File: src/rtl/alu_exec_if.sv
// alu_exec_if: issue, ALU-drive and writeback bundle of the execute stage.
// slave = execute stage side, master = upstream/ALU/writeback side.
interface alu_exec_if #(
  parameter int RD_W = 5,
  parameter int W    = 48
);
  logic            in_valid;
  logic            in_ready;
  logic [W-1:0]    in_a;
  logic [W-1:0]    in_b;
  logic [5:0]      in_op;
  logic [5:0]      in_shamt;
  logic            in_swap;
  logic [RD_W-1:0] in_rd;
  logic            in_wb_en;
  logic            in_br_en;
  logic [2:0]      in_br_cond;
  logic [W-1:0]    in_br_target;

  logic [W-1:0]    alu_a;
  logic [W-1:0]    alu_b;
  logic [5:0]      alu_op;
  logic [5:0]      alu_shamt;
  logic [W-1:0]    alu_y;
  logic            alu_eq;
  logic            alu_lt_s;
  logic            alu_lt_u;

  logic            out_valid;
  logic            out_ready;
  logic [W-1:0]    out_y;
  logic [RD_W-1:0] out_rd;
  logic            out_wb_en;
  logic            out_br_taken;
  logic [W-1:0]    out_br_target;
  logic            out_illegal;

  modport slave (
    input  in_valid, in_a, in_b, in_op, in_shamt,
    input  in_swap, in_rd, in_wb_en, in_br_en,
    input  in_br_cond, in_br_target,
    output in_ready,
    output alu_a, alu_b, alu_op, alu_shamt,
    input  alu_y, alu_eq, alu_lt_s, alu_lt_u,
    output out_valid, out_y, out_rd, out_wb_en,
    output out_br_taken, out_br_target, out_illegal,
    input  out_ready
  );

  modport master (
    output in_valid, in_a, in_b, in_op, in_shamt,
    output in_swap, in_rd, in_wb_en, in_br_en,
    output in_br_cond, in_br_target,
    input  in_ready,
    input  alu_a, alu_b, alu_op, alu_shamt,
    output alu_y, alu_eq, alu_lt_s, alu_lt_u,
    input  out_valid, out_y, out_rd, out_wb_en,
    input  out_br_taken, out_br_target, out_illegal,
    output out_ready
  );
endinterface

File: src/rtl/alu_exec_stage.sv
// alu_exec_stage: drives alu48, captures result/branch outcome, 2-deep FIFO.
// Ports: clk, rst (async high), flush (sync kill), bus (alu_exec_if.slave).
module alu_exec_stage #(
  parameter int RD_W = 5,
  parameter int W    = 48
) (
  input  logic       clk,
  input  logic       rst,
  input  logic       flush,
  alu_exec_if.slave  bus
);

  typedef struct packed {
    logic [W-1:0]    y;
    logic [RD_W-1:0] rd;
    logic            wb_en;
    logic            br_taken;
    logic [W-1:0]    br_target;
    logic            illegal;
  } ent_t;

  localparam logic [5:0] OP_ADD = 6'h00;
  localparam logic [5:0] OP_AND = 6'h02;
  localparam logic [5:0] OP_OR  = 6'h03;
  localparam logic [5:0] OP_XOR = 6'h04;
  localparam logic [5:0] OP_SLL = 6'h05;
  localparam logic [5:0] OP_SRL = 6'h06;
  localparam logic [5:0] OP_MAX = 6'h08;
  localparam logic [5:0] SH_MAX = 6'd47;

  logic       w_comm;
  logic       w_swap;
  logic       w_legal;
  logic       w_wide;
  logic       w_taken;
  logic       w_push;
  logic       w_pop;
  logic [1:0] w_cnt_nxt;
  ent_t       w_ent;

  ent_t       r_mem [2];
  logic       r_wr;
  logic       r_rd;
  logic [1:0] r_count;
  logic       r_in_ready;

  // Swapping only matters for operand routing; branches need a/b order.
  assign w_comm = (bus.in_op == OP_ADD) | (bus.in_op == OP_AND)
                | (bus.in_op == OP_OR)  | (bus.in_op == OP_XOR);
  assign w_swap = bus.in_swap & w_comm & ~bus.in_br_en;

  assign bus.alu_a     = w_swap ? bus.in_b : bus.in_a;
  assign bus.alu_b     = w_swap ? bus.in_a : bus.in_b;
  assign bus.alu_op    = bus.in_op;
  assign bus.alu_shamt = (bus.in_shamt > SH_MAX) ? SH_MAX
                                                 : bus.in_shamt;

  assign w_legal = (bus.in_op <= OP_MAX);
  assign w_wide  = (bus.in_shamt >= 6'd48);

  always_comb begin
    w_taken = 1'b0;
    if (bus.in_br_en) begin
      unique case (bus.in_br_cond)
        3'd0: w_taken = bus.alu_eq;
        3'd1: w_taken = ~bus.alu_eq;
        3'd2: w_taken = bus.alu_lt_s;
        3'd3: w_taken = ~bus.alu_lt_s;
        3'd4: w_taken = bus.alu_lt_u;
        3'd5: w_taken = ~bus.alu_lt_u;
        3'd6: w_taken = 1'b1;
        3'd7: w_taken = 1'b0;
      endcase
    end
  end

  // Logical shifts past the width clear; SRA relies on the shamt clamp.
  always_comb begin
    w_ent.y         = bus.alu_y;
    w_ent.rd        = bus.in_rd;
    w_ent.wb_en     = bus.in_wb_en & w_legal;
    w_ent.br_taken  = w_taken;
    w_ent.br_target = bus.in_br_target;
    w_ent.illegal   = ~w_legal;
    if (!w_legal) begin
      w_ent.y = '0;
    end else if (w_wide && (bus.in_op == OP_SLL ||
                            bus.in_op == OP_SRL)) begin
      w_ent.y = '0;
    end
  end

  assign w_push = bus.in_valid & r_in_ready;
  assign w_pop  = bus.out_valid & bus.out_ready;

  always_comb begin
    w_cnt_nxt = r_count;
    if (flush) begin
      w_cnt_nxt = 2'd0;
    end else if (w_push && !w_pop) begin
      w_cnt_nxt = r_count + 2'd1;
    end else if (!w_push && w_pop) begin
      w_cnt_nxt = r_count - 2'd1;
    end
  end

  always_ff @(posedge clk or posedge rst) begin
    if (rst) begin
      r_mem[0]   <= '0;
      r_mem[1]   <= '0;
      r_wr       <= 1'b0;
      r_rd       <= 1'b0;
      r_count    <= 2'd0;
      r_in_ready <= 1'b1;
    end else begin
      r_count    <= w_cnt_nxt;
      r_in_ready <= (w_cnt_nxt != 2'd2);
      if (flush) begin
        r_wr <= 1'b0;
        r_rd <= 1'b0;
      end else begin
        if (w_push) begin
          r_mem[r_wr] <= w_ent;
          r_wr        <= ~r_wr;
        end
        if (w_pop) begin
          r_rd <= ~r_rd;
        end
      end
    end
  end

  assign bus.in_ready      = r_in_ready;
  assign bus.out_valid     = (r_count != 2'd0);
  assign bus.out_y         = r_mem[r_rd].y;
  assign bus.out_rd        = r_mem[r_rd].rd;
  assign bus.out_wb_en     = r_mem[r_rd].wb_en;
  assign bus.out_br_taken  = r_mem[r_rd].br_taken;
  assign bus.out_br_target = r_mem[r_rd].br_target;
  assign bus.out_illegal   = r_mem[r_rd].illegal;

endmodule
File: src/flat_wrapper.sv
// flat-port wrapper written by rule: the top's interface ports become plain ports
module alu_exec_stage_flat 
#(
  parameter int RD_W = 5,
  parameter int W    = 48
)
  (clk, rst, flush, bus_in_valid, bus_in_a, bus_in_b, bus_in_op, bus_in_shamt, bus_in_swap, bus_in_rd, bus_in_wb_en, bus_in_br_en, bus_in_br_cond, bus_in_br_target, bus_in_ready, bus_alu_a, bus_alu_b, bus_alu_op, bus_alu_shamt, bus_alu_y, bus_alu_eq, bus_alu_lt_s, bus_alu_lt_u, bus_out_valid, bus_out_y, bus_out_rd, bus_out_wb_en, bus_out_br_taken, bus_out_br_target, bus_out_illegal, bus_out_ready);
  alu_exec_if #(.RD_W(RD_W), .W(W)) bus_i ();
  input  logic clk;
  input  logic rst;
  input  logic flush;
  input wire logic [$bits(bus_i.in_valid)-1:0] bus_in_valid;
  input wire logic [$bits(bus_i.in_a)-1:0] bus_in_a;
  input wire logic [$bits(bus_i.in_b)-1:0] bus_in_b;
  input wire logic [$bits(bus_i.in_op)-1:0] bus_in_op;
  input wire logic [$bits(bus_i.in_shamt)-1:0] bus_in_shamt;
  input wire logic [$bits(bus_i.in_swap)-1:0] bus_in_swap;
  input wire logic [$bits(bus_i.in_rd)-1:0] bus_in_rd;
  input wire logic [$bits(bus_i.in_wb_en)-1:0] bus_in_wb_en;
  input wire logic [$bits(bus_i.in_br_en)-1:0] bus_in_br_en;
  input wire logic [$bits(bus_i.in_br_cond)-1:0] bus_in_br_cond;
  input wire logic [$bits(bus_i.in_br_target)-1:0] bus_in_br_target;
  output wire logic [$bits(bus_i.in_ready)-1:0] bus_in_ready;
  output wire logic [$bits(bus_i.alu_a)-1:0] bus_alu_a;
  output wire logic [$bits(bus_i.alu_b)-1:0] bus_alu_b;
  output wire logic [$bits(bus_i.alu_op)-1:0] bus_alu_op;
  output wire logic [$bits(bus_i.alu_shamt)-1:0] bus_alu_shamt;
  input wire logic [$bits(bus_i.alu_y)-1:0] bus_alu_y;
  input wire logic [$bits(bus_i.alu_eq)-1:0] bus_alu_eq;
  input wire logic [$bits(bus_i.alu_lt_s)-1:0] bus_alu_lt_s;
  input wire logic [$bits(bus_i.alu_lt_u)-1:0] bus_alu_lt_u;
  output wire logic [$bits(bus_i.out_valid)-1:0] bus_out_valid;
  output wire logic [$bits(bus_i.out_y)-1:0] bus_out_y;
  output wire logic [$bits(bus_i.out_rd)-1:0] bus_out_rd;
  output wire logic [$bits(bus_i.out_wb_en)-1:0] bus_out_wb_en;
  output wire logic [$bits(bus_i.out_br_taken)-1:0] bus_out_br_taken;
  output wire logic [$bits(bus_i.out_br_target)-1:0] bus_out_br_target;
  output wire logic [$bits(bus_i.out_illegal)-1:0] bus_out_illegal;
  input wire logic [$bits(bus_i.out_ready)-1:0] bus_out_ready;
  assign bus_i.in_valid = bus_in_valid;
  assign bus_i.in_a = bus_in_a;
  assign bus_i.in_b = bus_in_b;
  assign bus_i.in_op = bus_in_op;
  assign bus_i.in_shamt = bus_in_shamt;
  assign bus_i.in_swap = bus_in_swap;
  assign bus_i.in_rd = bus_in_rd;
  assign bus_i.in_wb_en = bus_in_wb_en;
  assign bus_i.in_br_en = bus_in_br_en;
  assign bus_i.in_br_cond = bus_in_br_cond;
  assign bus_i.in_br_target = bus_in_br_target;
  assign bus_in_ready = bus_i.in_ready;
  assign bus_alu_a = bus_i.alu_a;
  assign bus_alu_b = bus_i.alu_b;
  assign bus_alu_op = bus_i.alu_op;
  assign bus_alu_shamt = bus_i.alu_shamt;
  assign bus_i.alu_y = bus_alu_y;
  assign bus_i.alu_eq = bus_alu_eq;
  assign bus_i.alu_lt_s = bus_alu_lt_s;
  assign bus_i.alu_lt_u = bus_alu_lt_u;
  assign bus_out_valid = bus_i.out_valid;
  assign bus_out_y = bus_i.out_y;
  assign bus_out_rd = bus_i.out_rd;
  assign bus_out_wb_en = bus_i.out_wb_en;
  assign bus_out_br_taken = bus_i.out_br_taken;
  assign bus_out_br_target = bus_i.out_br_target;
  assign bus_out_illegal = bus_i.out_illegal;
  assign bus_i.out_ready = bus_out_ready;
  alu_exec_stage #(.RD_W(RD_W), .W(W)) u_core (.clk(clk), .rst(rst), .flush(flush), .bus(bus_i));
endmodule
File: config.mk
export PLATFORM = sky130hd
export DESIGN_NAME = alu_exec_stage_flat
export DESIGN_NICKNAME = d
export VERILOG_FILES = /design/src/rtl/alu_exec_if.sv /design/src/rtl/alu_exec_stage.sv /design/src/flat_wrapper.sv
export SDC_FILE = /design/constraint.sdc
export NUM_CORES = 1
export LEC_CHECK = 0
export CORE_ASPECT_RATIO = 0.6
export CORE_UTILIZATION = 40
export DETAILED_ROUTE_END_ITERATION = 10
export GPL_TIMING_DRIVEN = 0
export PLACE_DENSITY = 0.89
export SYNTH_ARGS = -nofsm -noshare
export SYNTH_HDL_FRONTEND = slang
export SYNTH_SLANG_ARGS = --single-unit
File: constraint.sdc
create_clock -name clk -period 7.6 [get_ports clk]
set_clock_uncertainty 0.15 [all_clocks]
set_input_delay 1.52 -clock clk [delete_from_list [all_inputs] [get_ports clk]]
set_output_delay 1.52 -clock clk [all_outputs]
set_load 0.005 [all_outputs]
==> Yosys cells after proc, flatten, opt, wreduce, memory -nomap -nowiden <==
Index checks and enable logic that the tools add are counted.
{ "totals": {"reg_bits": 213, "in_bits": 223, "output_inout_bits": 214, "wordCells": 88} }
{ "classes": {"add_sub_neg": 2, "magnitude_cmp": 6, "eq_ne": 13, "mux": 20, "n_bitwise": 18, "n_reduce_logical": 13} }
{ "op_table": {"columns": ["operator", "count"], "rows": [
  ["2-to-1 mux 104 bit", 4],
  ["bitwise mux 208 bit", 1],
  ["2-to-1 mux 48 bit", 4],
  ["demux 104 bit (select 1 bit)", 1],
  ["== test 6 x 3 -> 1 bit, second input constant", 3],
  ["== test 3 bit, second input constant", 4],
  ["== test 6 x 2 -> 1 bit, second input constant", 2],
  ["inverter 1 bit", 8],
  ["case mux 1 bit (8 select lines)", 1],
  ["== test 3 x 2 -> 1 bit, second input constant", 2],
  ["greater-or-equal comparator 6 bit, second input constant", 1],
  ["> comparator 6 bit, second input constant", 1],
  ["less-or-equal comparator 6 x 4 -> 1 bit, second input constant", 1],
  ["zero test 6 bit", 1],
  ["2-to-1 mux 2 bit", 3],
  ["2-to-1 mux 6 bit", 1],
  ["nonzero test 2 bit", 3],
  ["bitwise AND 1 bit", 5],
  ["2-to-1 mux 1 bit", 5],
  ["greater-or-equal comparator 2 bit, second input constant", 2],
  ["logical AND 1 bit", 4],
  ["inverter 1 -> 2 bit", 2],
  ["== test 3 x 1 -> 1 bit, second input constant", 1],
  ["zero test 3 bit", 1],
  ["8 further kinds", 11]
]} }

==> Longest topological paths before layout <==
Gate-level depths: netlist of run 1.
{ "depth": {"ltp_word": 7, "depth_mapped": 7} }

==> Worst setup path after synthesis of run 1 <==
No wires, ideal clock.
{ "synth_path": {"path_type": "input to output", "startpoint": "input bus_in_op[1]", "endpoint": "output bus_alu_a[0]", "arrival_time_ns": 2.522, "setup_slack_ns": 3.408, "cell_stages": 5, "cell_sequence": "mux2i_1 > nand4b_1 > buf_2 > buf_4 > mux2_2"} }
{ "synth_between": {"elab_chain_cells": 7, "word_cells_on_any_way": 10} }
{ "synth_rtl": {"columns": ["item", "line", "source"], "rows": [
  ["start, declared", "flat_wrapper.sv:15", "input wire logic [$bits(bus_i.in_op)-1:0] bus_in_op;"],
  ["== test 6 x 2 -> 1 bit / zero test 6 bit (equally long branches)", "alu_exec_stage.sv:48", "assign w_comm = (bus.in_op == OP_ADD) | (bus.in_op == OP_AND)"],
  ["OR 1 bit", "alu_exec_stage.sv:48", null],
  ["OR 1 bit", "alu_exec_stage.sv:49", "| (bus.in_op == OP_OR) | (bus.in_op == OP_XOR);"],
  ["OR 1 bit *", "alu_exec_stage.sv:49", null],
  ["bitwise AND 1 bit * (2 in a row)", "alu_exec_stage.sv:50", "assign w_swap = bus.in_swap & w_comm & ~bus.in_br_en;"],
  ["2-to-1 mux 48 bit *", "alu_exec_stage.sv:52", "assign bus.alu_a = w_swap ? bus.in_b : bus.in_a;"],
  ["end, declared", "flat_wrapper.sv:24", "output wire logic [$bits(bus_i.alu_a)-1:0] bus_alu_a;"]
]} }
Mark *: on every way between the ends. The rest lies on a longest branch, timed or not.

==> Worst setup path in the final report of run 1 <==
{ "layout_path": {"startpoint": "input bus_in_op[1]", "endpoint": "output bus_alu_b[38]"} }
{ "layout_between": {"elab_chain_cells": 7, "word_cells_on_any_way": 10} }
{ "layout_rtl": {"columns": ["item", "line", "source"], "rows": [
  ["== test 6 x 2 -> 1 bit / zero test 6 bit (equally long branches)", "alu_exec_stage.sv:48", null],
  ["OR 1 bit", "alu_exec_stage.sv:48", null],
  ["OR 1 bit", "alu_exec_stage.sv:49", null],
  ["OR 1 bit *", "alu_exec_stage.sv:49", null],
  ["bitwise AND 1 bit * (2 in a row)", "alu_exec_stage.sv:50", null],
  ["2-to-1 mux 48 bit *", "alu_exec_stage.sv:53", "assign bus.alu_b = w_swap ? bus.in_a : bus.in_b;"],
  ["end, declared", "flat_wrapper.sv:25", "output wire logic [$bits(bus_i.alu_b)-1:0] bus_alu_b;"]
]} }
Marks and branches as above.

==> results of run 1 <==
==> sequential cells by signal (all words and copies together) (netlist names) <==
register and cells:
u_core.r_count 2, u_core.r_mem 208, u_core.r_rd 1, u_core.bus.in_ready 1, u_core.r_wr 1
==> cells in the final DEF (no fill, tap or decap), types with 5 or more instances in the layout <==
| master | n |
|---|---|
| mux2_2 | 200 |
| buf_2 | 42 |
| o31ai_1 | 96 |
| nand2_1 | 420 |
| buf_4 | 12 |
| diode_2 | 21 |
| clkbuf_1 | 37 |
| inv_1 | 51 |
| nor2_1 | 6 |
| dfrtp_1 | 212 |
| clkdlybuf4s50_1 | 434 |
| o21ai_0 | 5 |
| clkbuf_16 | 22 |
==> critical path, delay by kind of cell <==
| kind | cells | cell delay [ps] |
|---|---|---|
| buffers and inverters | 4 | 1700 |
| and+or+nand+nor | 1 | 400 |
| muxes | 2 | 500 |
==> cells in the mapped netlist (2+ instances only) <==
| cell | number | area, um2 |
|---|---|---|
| clkbuf_1 | 31 | 116 |
| mux2_2 | 200 | 2250 |
| nand4b_1 | 2 | 17.5 |
| buf_2 | 42 | 210 |
| a31oi_1 | 3 | 18.8 |
| dfrtp_1 | 212 | 5310 |
| a211oi_1 | 2 | 15.0 |
| inv_1 | 52 | 195 |
| nand2_1 | 420 | 1580 |
| buf_4 | 12 | 90.1 |
| nor2_1 | 6 | 22.5 |
| buf_1 | 4 | 15.0 |
| o31ai_1 | 96 | 721 |
| nor2b_1 | 3 | 18.8 |
| nand2b_1 | 4 | 25.0 |
| o21ai_0 | 5 | 25.0 |
| xnor2_1 | 2 | 17.5 |
| mux2i_1 | 3 | 30.0 |
| nand3_1 | 2 | 10.0 |
==> path summary, 6_finish.rpt <==
path | end | slack, ps | cells after the start
worst max-delay path | bus_alu_b[38] | 1800 | 7
worst min-delay path | u_core.r_mem[12] | 320 | 2
worst max register to register | u_core.r_mem[45] | 5310 | 6
worst min register to register | u_core.r_mem[12] | 320 | 2
max in group asynchronous | u_core.r_mem[42] | 4860 | 3
min in group asynchronous | u_core.r_mem[170] | 1360 | 2
==> stage by stage <==
step	util [%]	instances	instance area (um2)
3_5_place_dp	59.1	1916	15700
4_1_cts	61.6	1954	16400
5_1_grt	61.8	1975	16400
6_report	61.8	1975	16400
2_1_floorplan	-	1121	10900
3_3_place_gp	59.0	1915	15700
==> layout make-up <==
class                   count  area (um2)  area share (%)
flip-flops and latches    213        5330            32.4
multi-input cells         767        4930            30.0
repair buffers            435        4370            26.6
clock buffers              32         628            3.82
well taps                 360         450            2.74
plain buffers              89         432            2.62
inverters                  52         203            1.23
diodes                     21        52.6           0.320
clock inverters             6        45.0           0.274
==> cells by family (layout without fill, tap and decap cells) <==
kind of cell | after synthesis | after routing | synth area share [%]
DFF | 213 | 213 | 49.0
other | 0 | 21 | 0
buffers and inverters | 141 | 614 | 5.76
muxes | 203 | 203 | 21.0
and+or+nand+nor | 447 | 447 | 16.1
AOI/OAI and AO/OA | 112 | 112 | 7.71
xor gates and xnor gates | 4 | 4 | 0.448
adders and majority gates | 1 | 1 | 0.115
==> power breakdown <==
group	leakage [nW]	switching [mW]	internal [mW]
clock network	0.334	0.451	0.575
logic	4.38	0.818	1.04
registers	2.77	0.199	1.51
total	7.49	1.47	3.12
==> layer usage <==
metal  vias to the layer above  routed length, um  global-route usage (%)
met3                        90               3060                    6.08
li1                       4684                  -                       -
met1                      5139              17100                    36.3
met5                         -                  0                       0
met2                       506              21900                    54.0
met4                         0               1970                    14.6
==> flow_summary_export.csv, run 1 <==
group,metric,value,unit
status,status,"finished clean",
grt,grt.total_usage,30.6,%
finish,drive_above_1_share,18.3,%
clocking,numCtsBuffers,22,
sta,slew_headroom,53.9,%
clocking,postCtsSetupRepairBufs,0,
drt,dr.pass1.iters,5,
sta,finalHoldViolCount,0,
critical_path,cp-start-kind,"primary input",
critical_path,slowest_stage,"clkdlybuf4s50_1",
sta,timing.final.crit_share,76.3,%
drt,drt_iter0_drc,858,
grt,grt_remaining_overflow,0,
floorplan,die_w,215,um
clocking,cts_tree,"yes",
drt,drcViolationCount,0,
sta,holdWs,319,ps
grt,antenna_found_initial,21,
floorplan,start_util,41.0,%
clocking,cts-root-buf,"clkbuf_16",
clocking,cts_resized,0,
sta,final.setup.worst_slack,1800,ps
logic_synthesis,ys.warnings.count,0,
critical_path,critPathLaunch,"bus_in_op[1]",
critical_path,endpoint_kind,"output port",
floorplan,pin_count,437,
sta,setup_tns,0,ps
sta,maxSlewViolCount,0,
clocking,clk_latency,490,ps
critical_path,criticalPathCategory,"in -> out",
power,power_density,279,nW/um2
logic_synthesis,syn_nets,1345,
placed_design,place_congestion,0.980,
floorplan,die_h,130,um
critical_path,cp.arrival,4130,ps
critical_path,cp_common_cell,"clkdlybuf4s50_1",
clocking,cts_hold_buf,0,
clocking,cts_sinks,213,
power,ir_drop,0.000150,V
power,power_leakage,7.49,nW
critical_path,worstPathRequired,5930,ps
logic_synthesis,async_reset_ff_share,100,%
logic_synthesis,synth.distinct_cells,39,
placed_design,port_buffers,434,
min_path,hp-start,"u_core.r_mem[12]",
logic_synthesis,ys.flop_type,"dfrtp_1",
sta,worst_pin_slew,692,ps
logic_synthesis,ys_ff_latch,213,
logic_synthesis,syn_avg_cell_area,9.71,um2
clocking,htreeDepth,1,
logic_synthesis,syn_inst,1121,
critical_path,crit_chain,"clkdlybuf4s50_1 > mux2i_1 > nand4b_1 > buf_2 > buf_4 > mux2_2 > clkdlybuf4s50_1",
placed_design,post-dp-hpwl,34100,um
finish,syn2layout_area_growth,51.0,%
grt,first_global_vias,10500,
sta,period_minus_slack,5800,ps
clocking,clkTransAtPathRegs,60,ps
drt,wl_per_cell,22.3,um
drt,vias,10400,
critical_path,r2r-start,"u_core.bus.in_ready",
logic_synthesis,ys_seq_area_share,49.0,%
run,drv_cap,0,
logic_synthesis,syn_area,10900,um2
min_path,hp-class,"reg -> reg",
sta,setup_violations,0,
critical_path,cp_slowest_stage_delay,580,ps
sta,grt_setup_unrepaired,"no",
placed_design,post-place-ws,1870,ps
critical_path,worstPathMaxFanout,10,
drt,wl,44000,um
floorplan,num_rows,46,
logic_synthesis,synth-edff-count,0,
finish,final_nets,1804,
clocking,clock_path_buffers,3,
floorplan,core,26600,um2
grt,grt_max_degree,123,
drt,vias_per_cell,5.28,
sta,max_freq,0.172,GHz
grt,grt_pass1_wl,64300,um
floorplan,die_area,27900,um2
power,p_total,4.59,mW
finish,fillers,2174,
drt,antenna_left,0,
Power figures use the tool's default switching activity.
==> run 2, diff against run 1 <==
==> constraint.sdc (replaced) <==
create_clock -name clk -period 5.2 [get_ports clk]
set_clock_uncertainty 0.15 [all_clocks]
set_input_delay 1.04 -clock clk [delete_from_list [all_inputs] [get_ports clk]]
set_output_delay 1.04 -clock clk [all_outputs]
set_load 0.005 [all_outputs]
==> flow_summary_export.csv, run 2 (synthesized netlist as in run 1, its figures left out) <==
group,metric,value,unit
status,status,"finished clean",
drt,antenna_left,0,
floorplan,start_util,41.0,%
critical_path,worstPathRequired,4010,ps
placed_design,place_congestion,0.946,
power,p_sw_share,31.6,%
power,switching_power,2.13,mW
min_path,hp-class,"reg -> reg",
sta,setup_violations,0,
clocking,cts_resized,0,
floorplan,die_area,27900,um2
finish,final_nets,1808,
floorplan,num_rows,46,
drt,wl,43800,um
drt,vias,10400,
placed_design,post-place-ws,376,ps
floorplan,core,26600,um2
grt,grt_remaining_overflow,0,
sta,period_minus_slack,4860,ps
drt,vias_per_cell,5.26,
critical_path,endpoint_kind,"output port",
drt,dr.pass1.iters,6,
clocking,clk_latency,500,ps
floorplan,die_w,215,um
power,ir_drop,0.000219,V
sta,holdWs,321,ps
sta,finalHoldViolCount,0,
sta,grt_setup_unrepaired,"no",
grt,grt.total_usage,30.7,%
grt,grt_pass1_wl,64500,um
drt,drt_iter0_drc,880,
power,seq_power_share,37.2,%
min_path,holdPathStages,2,
critical_path,cp-start-kind,"primary input",
placed_design,port_buffers,434,
finish,drive_above_1_share,18.4,%
power,p_clk_share,22.6,%
clocking,clock_path_buffers,3,
power,power_leakage,7.52,nW
critical_path,worstPathMaxFanout,10,
clocking,numCtsBuffers,22,
clocking,cts_sinks,213,
grt,first_global_vias,10800,
sta,final.setup.worst_slack,336,ps
floorplan,die_h,130,um
finish,largest_register,"u_core.r_mem",
floorplan,pin_count,437,
power,internal-power,4.59,mW
power,power_density,406,nW/um2
finish,final_cell_mix,"clkdlybuf4s50_1, nand2_1, dfrtp_1",
finish,final_common_cell,"clkdlybuf4s50_1",
placed_design,post-dp-hpwl,33900,um
clocking,htreeDepth,1,
clocking,cts_tree,"yes",
grt,grt_max_degree,45,
sta,slew_headroom,52.0,%
sta,timing.final.crit_share,93.5,%
clocking,postCtsSetupRepairBufs,0,
sta,max_freq,0.206,GHz
finish,final_core_utilization,62.2,%
critical_path,criticalPathCategory,"in -> out",
sta,maxSlewViolCount,0,
critical_path,slowest_stage,"clkdlybuf4s50_1",
critical_path,crit_chain,"clkdlybuf4s50_1 > mux2i_1 > nand4b_1 > buf_2 > buf_4 > mux2_2 > clkdlybuf4s50_1",
power,comb_power_share,40.2,%
critical_path,cp_slowest_stage_delay,610,ps
run,drv_cap,0,
finish,largest_register_ffs,208,
drt,drcViolationCount,0,
finish,reg_top3,"u_core.r_mem: 208 flops, u_core.r_count: 2 flops",
critical_path,worstRegToRegCells,6,
clocking,cts_hold_buf,0,
finish,syn2layout_area_growth,51.8,%
grt,antenna_found_initial,27,
clocking,cts-root-buf,"clkbuf_16",
clocking,clkTransAtPathRegs,60,ps
critical_path,cp_common_cell,"clkdlybuf4s50_1",
finish,fillers,2161,
drt,wl_per_cell,22.1,um
sta,worst_pin_slew,720,ps
critical_path,cp.arrival,3670,ps
==> run 2: changes by cell type in the layout (fill, tap and decap cells not counted), sizes merged <==
cell,before,now
diode,21,28
clkbuf,63,60
clkinvlp,0,1
inv,53,51
bufinv,0,1
buf,59,63
==> run 2: area by class of cell <==
type	count	area [um2]	area share (%)
inverters	52	199	1.20
flip-flops and latches	213	5330	32.3
repair buffers	439	4440	26.9
clock buffers	29	607	3.67
clock inverters	6	66.3	0.401
plain buffers	89	432	2.61
diodes	28	70.1	0.424
well taps	360	450	2.72
multi-input cells	767	4930	29.8
==> run 2: critical path: cells and delay by family <==
family	cells	cell delay, ps
buf+inv	4	1740
mux	2	460
simple gates	1	420
==> run 2: per-stage QoR <==
stage          cell area [um2]  setup TNS (ps)  total power [mW]  std cells
2_1_floorplan            10900               0              3.74       1121
3_3_place_gp             15700          -52150              5.07       1915
3_5_place_dp             15800               0              5.20       1920
4_1_cts                  16500               0              6.73       1955
5_1_grt                  16500               0              7.08       1980
6_report                 16500               0              6.72       1983
==> run 2: path summary, 6_finish.rpt <==
| kind | startpoint | to | slack [ps] |
|---|---|---|---|
| min in group asynchronous | rst | u_core.r_mem[4] | 830 |
| max in group asynchronous | rst | u_core.bus.in_ready | 2900 |
| setup / recovery | bus_in_op[1] | bus_alu_b[38] | 340 |
| hold / removal | u_core.r_mem[19] | u_core.r_mem[19] | 320 |
| hold reg to reg | u_core.r_mem[19] | u_core.r_mem[19] | 320 |
| setup reg to reg | u_core.bus.in_ready | u_core.r_mem[45] | 2920 |
==> run 2: power groups by stage <==
stage,clock [mW],sequential (mW),combinational [mW]
global route,1.60,2.56,2.92
floorplan,0,2.42,1.31
CTS,1.53,2.49,2.71
detailed placement,0,2.51,2.68
finish,1.52,2.50,2.70
global placement,0,2.47,2.60
==> run 2: per-layer routing <==
| metal | up-vias | wire length, um | global-route usage [%] | share of wire [%] |
|---|---|---|---|---|
| met5 | - | 0 | 0 | 0 |
| met2 | 525 | 21100 | 52.1 | 48 |
| met4 | 0 | 2790 | 19.8 | 6.4 |
| li1 | 4692 | - | - | - |
| met3 | 126 | 3130 | 7.13 | 7.1 |
| met1 | 5083 | 16700 | 35.7 | 38 |
==> run 3, diff against run 2 <==
--- a/config.mk
+++ b/config.mk
@@ -9,7 +9,7 @@
 export CORE_UTILIZATION = 40
 export DETAILED_ROUTE_END_ITERATION = 10
 export GPL_TIMING_DRIVEN = 0
-export PLACE_DENSITY = 0.89
+export PLACE_DENSITY = 0.78
 export SYNTH_ARGS = -nofsm -noshare
 export SYNTH_HDL_FRONTEND = slang
 export SYNTH_SLANG_ARGS = --single-unit
==> flow_summary_export.csv, run 3 (synthesized netlist as in run 1, its figures left out) <==
group,metric,value,unit
drt,wl_per_cell,20.8,um
finish,final_common_cell,"clkdlybuf4s50_1",
clocking,clock_path_buffers,3,
floorplan,start_util,41.0,%
critical_path,crit_chain,"clkdlybuf4s50_1 > nor3_1 > nand4b_1 > buf_2 > buf_4 > mux2_2 > clkdlybuf4s50_1",
critical_path,cp-start-kind,"primary input",
finish,drive_above_1_share,18.5,%
floorplan,die_area,27900,um2
placed_design,place_congestion,0.939,
sta,maxSlewViolCount,0,
clocking,cts_hold_buf,0,
run,drv_cap,0,
critical_path,r2r-start,"u_core.bus.in_ready",
critical_path,r2r_end,"u_core.r_mem[23]",
grt,grt_max_degree,43,
drt,drcViolationCount,0,
sta,period_minus_slack,4950,ps
finish,reg_top3,"u_core.r_mem: 208 flops, u_core.r_count: 2 flops",
placed_design,placed_cell_area,15800,um2
critical_path,endpoint_kind,"output port",
sta,max_freq,0.202,GHz
power,p_clk_share,23.0,%
finish,final_cell_mix,"clkdlybuf4s50_1, nand2_1, dfrtp_1",
finish,largest_register,"u_core.r_mem",
finish,fin_area,16500,um2
grt,antenna_found_initial,22,
critical_path,criticalPathCategory,"in -> out",
finish,largest_register_ffs,208,
sta,finalHoldViolCount,0,
min_path,hp-start,"u_core.r_mem[2]",
clocking,numCtsBuffers,22,
drt,vias,10200,
clocking,clk_latency,490,ps
min_path,holdPathStages,2,
critical_path,cp.arrival,3760,ps
grt,grt_remaining_overflow,0,
clocking,cts_sinks,213,
clocking,cts_tree,"yes",
floorplan,pin_count,437,
power,internal-power,4.59,mW
clocking,cts_resized,0,
sta,slew_headroom,55.4,%
min_path,hp-class,"reg -> reg",
clocking,postCtsSetupRepairBufs,0,
floorplan,die_w,215,um
clocking,cts-root-buf,"clkbuf_16",
drt,antenna_left,0,
sta,holdWs,320,ps
drt,drt_iter0_drc,835,
drt,dr.pass1.iters,5,
sta,timing.final.crit_share,95.2,%
placed_design,dp_cells,1920,
finish,fillers,2148,
clocking,htreeDepth,1,
placed_design,post-dp-hpwl,31800,um
power,p_sw_share,31.3,%
sta,worst_pin_slew,668,ps
floorplan,num_rows,46,
critical_path,r2r_slack,3040,ps
power,ir_drop,0.000229,V
grt,grt_pass1_wl,60600,um
drt,vias_per_cell,5.14,
min_path,whs_endpoint,"u_core.r_mem[2]",
critical_path,slowest_stage,"clkdlybuf4s50_1",
sta,setup_tns,0,ps
power,comb_power_share,39.9,%
power,power_density,405,nW/um2
critical_path,cp_common_cell,"clkdlybuf4s50_1",
critical_path,worstPathMaxFanout,10,
grt,grt.total_usage,28.7,%
power,power_leakage,7.53,nW
power,seq_power_share,37.1,%
power,switching_power,2.10,mW
critical_path,worstPathRequired,4010,ps
status,status,"finished clean",
finish,finalNonFillerCells,1978,
floorplan,die_h,130,um
finish,final_nets,1808,
sta,grt_setup_unrepaired,"no",
sta,setup_violations,0,
clocking,clkTransAtPathRegs,60,ps
grt,first_global_vias,10200,
drt,wl,41200,um
floorplan,core,26600,um2
critical_path,worstRegToRegCells,6,
finish,syn2layout_area_growth,51.8,%
placed_design,port_buffers,434,
critical_path,cp_slowest_stage_delay,550,ps
run 3: cell types whose count changed in the layout (fill, tap and decap cells not counted):
| cell | change |
|---|---|
| clkbuf_1 | -1 |
| diode_2 | -6 |
| clkinv_4 | +2 |
run 3: how the worst max path moves through the flow:
stage | start | slack (ps) | cells past startpoint | endpoint
after floorplan | rst | 1240 | 1 | u_core.r_count[0]
after global placement | rst | -340 | 2 | u_core.r_mem[136]
after detailed placement | bus_in_op[3] | 200 | 7 | bus_alu_a[21]
after CTS | bus_in_op[3] | 180 | 7 | bus_alu_a[21]
after global routing | bus_in_op[3] | 120 | 7 | bus_alu_a[21]
final | bus_in_op[3] | 250 | 7 | bus_alu_a[21]
run 3: per-layer routing:
metal | wire, um | track usage [%]
met1 | 16600 | 34.9
met2 | 20300 | 48.2
met3 | 2430 | 5.57
met4 | 1910 | 16.9
met5 | 0 | 0
run 3: power groups by stage:
stage,combinational [mW],sequential [mW],clock [mW]
after CTS,2.68,2.48,1.57
final,2.67,2.48,1.54
after detailed placement,2.66,2.50,0
after global routing,2.90,2.54,1.64
after global placement,2.59,2.47,0
after floorplan,1.31,2.42,0
run 3: per-stage QoR:
stage          total power [mW]  setup slack (ps)  util, %
6_report                   6.69               251     62.2
5_1_grt                    7.08               123     62.2
4_1_cts                    6.73               185     62.0
3_5_place_dp               5.16               200     59.4
3_3_place_gp               5.07              -342     59.0
2_1_floorplan              3.74              1240        -
run 3: worst max-delay path: cells and delay by family:
kind          cells  cell delay, ps
mux               1             230
simple gates      2             800
buf+inv           4            1680
run 3: area by class of cell:
cell class | count | area, um2 | area share, %
well taps | 360 | 450 | 2.73
flip-flops and latches | 213 | 5330 | 32.3
inverters | 52 | 199 | 1.20
diodes | 22 | 55.1 | 0.333
clock buffers | 28 | 603 | 3.65
plain buffers | 89 | 432 | 2.61
clock inverters | 8 | 83.8 | 0.507
repair buffers | 439 | 4440 | 26.9
multi-input cells | 767 | 4930 | 29.8
